## config.mk

```make
export PLATFORM = sky130hd
export DESIGN_NAME = cnn_frame_sequencer
export DESIGN_NICKNAME = d
export VERILOG_FILES = /design/src/rtl/cnn_frame_sequencer.sv
export SDC_FILE = /design/constraint.sdc
export NUM_CORES = 1
export LEC_CHECK = 0
export CORE_MARGIN = 2
export CORE_UTILIZATION = 48
export DETAILED_ROUTE_END_ITERATION = 10
export GPL_TIMING_DRIVEN = 0
export PLACE_DENSITY = 0.84
export SLEW_MARGIN = 10
export SYNTH_ARGS = -nofsm -noshare
export SYNTH_HDL_FRONTEND = slang
export SYNTH_SLANG_ARGS = --single-unit
```

## constraint.sdc

```tcl
create_clock -name clk -period 6 [get_ports clk]
set_clock_uncertainty 0.1 [all_clocks]
set_input_delay 0.9 -clock clk [delete_from_list [all_inputs] [get_ports clk]]
set_output_delay 0.9 -clock clk [all_outputs]
set_load 0.03 [all_outputs]
```

## src/rtl/cnn_frame_sequencer.sv

```systemverilog
// Frame sequencer for one MNIST inference: it flushes the CNN pipeline, streams the image
// pixels from memory into conv1, then waits for the comparator decision under a watchdog.
module cnn_frame_sequencer #(
    parameter int IMG_PIXELS   = 784,
    parameter int ADDR_BITS    = 16,
    parameter int PIX_BITS     = 8,
    parameter int FLUSH_CYCLES = 4,
    parameter int TIMEOUT      = 4096
) (
    input  logic                 clk,
    input  logic                 rst,
    input  logic                 start,
    input  logic                 abort,
    input  logic [ADDR_BITS-1:0] img_base,
    output logic                 mem_rd_en,
    output logic [ADDR_BITS-1:0] mem_addr,
    input  logic [PIX_BITS-1:0]  mem_rdata,
    output logic [PIX_BITS-1:0]  pix_data,
    output logic                 pix_valid,
    output logic                 pipe_rst_n,
    input  logic                 result_valid,
    input  logic [3:0]           result_decision,
    output logic                 busy,
    output logic                 done,
    output logic [3:0]           decision,
    output logic                 timeout
);

    localparam int CNT_MAX  = (TIMEOUT > IMG_PIXELS) ?
                              ((TIMEOUT > FLUSH_CYCLES) ? TIMEOUT : FLUSH_CYCLES) :
                              ((IMG_PIXELS > FLUSH_CYCLES) ? IMG_PIXELS : FLUSH_CYCLES);
    localparam int CNT_BITS = $clog2(CNT_MAX + 1);

    typedef enum logic [2:0] {
        S_IDLE,
        S_FLUSH,
        S_STREAM,
        S_DRAIN,
        S_DONE
    } state_t;

    state_t              r_state;
    logic [CNT_BITS-1:0] r_cnt;
    logic                r_rd_d1;   // read issued last cycle: mem_rdata is valid now
    logic                w_active;

    assign w_active = (r_state == S_FLUSH) || (r_state == S_STREAM) || (r_state == S_DRAIN);

    always_ff @(posedge clk or posedge rst) begin
        if (rst) begin
            r_state    <= S_IDLE;
            r_cnt      <= '0;
            r_rd_d1    <= 1'b0;
            mem_rd_en  <= 1'b0;
            mem_addr   <= '0;
            pix_data   <= '0;
            pix_valid  <= 1'b0;
            pipe_rst_n <= 1'b0;
            busy       <= 1'b0;
            done       <= 1'b0;
            decision   <= '0;
            timeout    <= 1'b0;
        end else begin
            // Two-stage pixel return path: memory latency, then the pix_data register.
            r_rd_d1   <= mem_rd_en;
            pix_valid <= r_rd_d1;
            pix_data  <= r_rd_d1 ? mem_rdata : '0;
            done      <= 1'b0;

            // NOTE: abort is decoded ahead of the per-state case so it overrides start,
            // result_valid and the pixel path in the same cycle.
            if (abort && w_active) begin
                r_state    <= S_IDLE;
                r_cnt      <= '0;
                r_rd_d1    <= 1'b0;
                mem_rd_en  <= 1'b0;
                pix_valid  <= 1'b0;
                pix_data   <= '0;
                pipe_rst_n <= 1'b0;
                busy       <= 1'b0;
            end else begin
                case (r_state)
                    S_IDLE: begin
                        pipe_rst_n <= 1'b1;
                        if (start && !abort) begin
                            r_state    <= S_FLUSH;
                            r_cnt      <= '0;
                            mem_addr   <= img_base;
                            timeout    <= 1'b0;
                            busy       <= 1'b1;
                            pipe_rst_n <= 1'b0;
                        end
                    end
                    S_FLUSH: begin
                        if (r_cnt == CNT_BITS'(FLUSH_CYCLES - 1)) begin
                            r_state    <= S_STREAM;
                            r_cnt      <= '0;
                            pipe_rst_n <= 1'b1;
                            mem_rd_en  <= 1'b1;
                        end else begin
                            r_cnt <= r_cnt + CNT_BITS'(1);
                        end
                    end
                    S_STREAM: begin
                        if (r_cnt == CNT_BITS'(IMG_PIXELS - 1)) begin
                            r_state   <= S_DRAIN;
                            r_cnt     <= '0;
                            mem_rd_en <= 1'b0;
                        end else begin
                            r_cnt    <= r_cnt + CNT_BITS'(1);
                            mem_addr <= mem_addr + ADDR_BITS'(1);
                        end
                    end
                    S_DRAIN: begin
                        if (result_valid) begin
                            r_state  <= S_DONE;
                            decision <= result_decision;
                            done     <= 1'b1;
                            busy     <= 1'b0;
                        end else if (r_cnt == CNT_BITS'(TIMEOUT - 1)) begin
                            r_state <= S_DONE;
                            timeout <= 1'b1;
                            done    <= 1'b1;
                            busy    <= 1'b0;
                        end else begin
                            r_cnt <= r_cnt + CNT_BITS'(1);
                        end
                    end
                    S_DONE: begin
                        r_state <= S_IDLE;
                    end
                    default: begin
                        r_state <= S_IDLE;
                    end
                endcase
            end
        end
    end

endmodule

```

==> metrics.yaml <==
clock_tree:
  cts_buffers: 5
  clockBufferDepth: 2
  cts_root_buffer: "clkbuf_8"
  htree_levels: 2
  clk_latency_ns: 0.31
  hold_buffers: 0
  cts_num_sinks: 51
  path_clk_slew_ns: 0.09
  cts_tree: "done"
  cts.repair.resized: 0
  post_cts_buffers: 0
setup_path:
  cp.arrival_ns: 2.94
  slowest_delay_ns: 0.55
  path_common_cell: "nand2b_1"
  path_depth: 7
  critPathKind: "in2reg"
  cp_cell_sequence: "clkdlybuf4s50_1 > nand2b_1 > a221o_1 > a21o_1 > nand2b_1 > buf_2 > o311ai_1"
  cp_max_fo: 10
  reg2regPathDepth: 7
  critPathRequiredTime_ns: 6.09
  path_buf_inv: 2
  critPathSlowestCell: "clkdlybuf4s50_1"
  rrSetupSlack_ns: 3.46
  timing.rr.end: "r_cnt[3]"
  critPathLaunchType: "input pin"
  end_kind: "register"
  reg2reg_from: "r_cnt[6]"
  path_delay_family: "compound AO/OA/AOI/OAI gates"
global_route:
  gr-usage-met1: 0.301
  grt_pass1_vias: 2457
  met2_usage: 0.366
  grt_usage: 0.225
  grt_max_degree: 34
  grt_pass1_wl_um: 11300
  grt-ovfl-total: 0
  met3_usage: 0.0466
  antenna_found_initial: 0
  top_usage_layer: "met2"
cells_and_area:
  utilization: 0.653
  finalInstanceArea_um2: 3570
  n_fill_cell: 467
  drive_above_1_share: 0.0771
  layout.cells.non_filler: 448
  antenna_cells: 0
  nets: 410
  syn2layout_area_growth_pct: 32.3
synthesis:
  yosys.area.top_type_share: 0.473
  synthCells: 302
  synth.cell_area_um2: 2700
  synth.avg_cell_area_um2: 8.94
  yosysWarnings: 0
  synth-main-ff-cell: "dfrtp_1"
  yosysTopAreaCell: "dfrtp_1"
  synth_common_cells: "51 x dfrtp_1, 43 x nand2_1, 23 x a21oi_1"
  ys_types: 46
  synth-edff-count: 0
  synth_seq_cells: 51
  yosysSeqAreaShare: 0.473
  async_flop_share: 1.00
  yosysMostFrequentCell: "dfrtp_1"
  synth.net_count: 337
  synthTopCellsByArea: "dfrtp_1 47%, nand2_1 6.0%, a21oi_1 4.3%"
sta:
  drv_slew: 0
  worstMarginPinSlew_ns: 0.651
  period_needed_ns: 2.86
  hold_viol: 0
  fmax_mhz: 350
  slew_headroom: 0.563
  setup_viol: 0
  rsz0062_at_grt: "false"
  min_period_over_period: 0.476
  fin_tns_setup_ns: 0
floorplan:
  fp-row-count: 27
  core-area_um2: 5470
  die_w_um: 79
  die_y_um: 79
  start_util: 0.493
  dieArea_um2: 6240
  io_pins: 67
detailed_routing:
  vias_per_cell: 5.90
  drt_iter0_drc: 234
  drtPass1Iterations: 5
  ant_nets: 0
  wire_per_inst_um: 15.3
  drt_wl_total_um: 6850
  drc_errors: 0
  vias: 2642
min_path:
  hold_path_depth: 1
  hold_end: "decision[0]"
  hold_class: "reg2reg"
  hp-start: "decision[0]"
pwr:
  p_leak_nw: 1.48
  peakVddDrop_mv: 0.219
  power_density_nw_per_um2: 359
  p_total_mw: 1.28
placement:
  dp_cells: 440
  dp_hpwl_um: 4940
  portBuffers: 65
  globalplace.congestion: 0.912
  placed_area_um2: 3460
run:
  maxCapViolCount: 0
run_status:
  outcome: "complete, no violations"
## layout by cell type (no fill, tap or decap), types with 4 or more instances in the layout
| cell | n |
|---|---|
| and2_1 | 4 |
| clkbuf_8 | 5 |
| nand3_1 | 22 |
| dfrtp_1 | 51 |
| a2bb2oi_1 | 6 |
| or2_2 | 4 |
| mux2_2 | 4 |
| o21ai_0 | 17 |
| nand2_1 | 43 |
| o22ai_1 | 10 |
| buf_2 | 4 |
| and3_1 | 11 |
| clkdlybuf4s50_1 | 65 |
| nor2_1 | 19 |
| nand2b_1 | 5 |
| inv_1 | 8 |
| nor3_1 | 7 |
| clkbuf_1 | 12 |
| o311ai_1 | 5 |
| a21oi_1 | 23 |
## worst max-delay path by stage
stage,startpoint,endpoint,slack [ns]
global route,start,r_cnt[3],3.11
CTS,start,r_cnt[3],3.16
detailed placement,start,r_cnt[3],2.88
global placement,rst,decision[0],2.80
floorplan,abort,r_cnt[3],3.45
finish,start,r_cnt[3],3.14
## stage by stage
| step | worst slack, ns | hold WS, ns |
|---|---|---|
| final | 3.14 | 0.418 |
| after global routing | 3.11 | 0.441 |
| after CTS | 3.16 | 0.430 |
| after detailed placement | 2.88 | 0.404 |
| after global placement | 2.80 | 0.387 |
| after floorplan | 3.45 | 0.390 |
## flip-flops by register name (all words and copies together), names as in the netlist
| register | cells |
|---|---|
| mem_addr | 16 |
| r_cnt | 13 |
| pix_data | 8 |
| decision | 4 |
| r_state | 3 |
| busy | 1 |
| done | 1 |
| mem_rd_en | 1 |
| pipe_rst_n | 1 |
| pix_valid | 1 |
| r_rd_d1 | 1 |
| timeout | 1 |
## layer usage
layer,wire length (um),vias to the layer above
met2,3280,128
li1,-,1243
met4,96,0
met1,2940,1259
met5,0,-
met3,526,12
## cells by family (layout without fill, tap and decap cells)
| family | after synthesis | in the layout | share of synthesized area |
|---|---|---|---|
| simple gates | 132 | 132 | 0.250 |
| compound gates | 84 | 84 | 0.201 |
| flops | 51 | 51 | 0.473 |
| buf+inv | 26 | 100 | 0.0394 |
| mux | 7 | 7 | 0.0278 |
| fa+ha+maj | 2 | 2 | 0.00927 |
## where the power goes
group | leakage (nW) | internal (mW) | switching (mW) | total [mW]
sequential | 0.663 | 0.415 | 0.0793 | 0.495
combinational | 0.760 | 0.226 | 0.320 | 0.545
clock | 0.0581 | 0.124 | 0.118 | 0.243
## layout make-up
cell class,count,area [um^2],share of cell area
Multi-Input combinational cell,225,1320,0.369
Sequential cell,51,1280,0.357
Timing Repair Buffer,66,671,0.188
Tap cell,72,90.1,0.0252
Buffer,17,72.6,0.0203
Clock buffer,5,68.8,0.0193
Clock inverter,3,43.8,0.0123
Inverter,9,33.8,0.00945
Note: power is estimated with default switching activity, not from simulation.
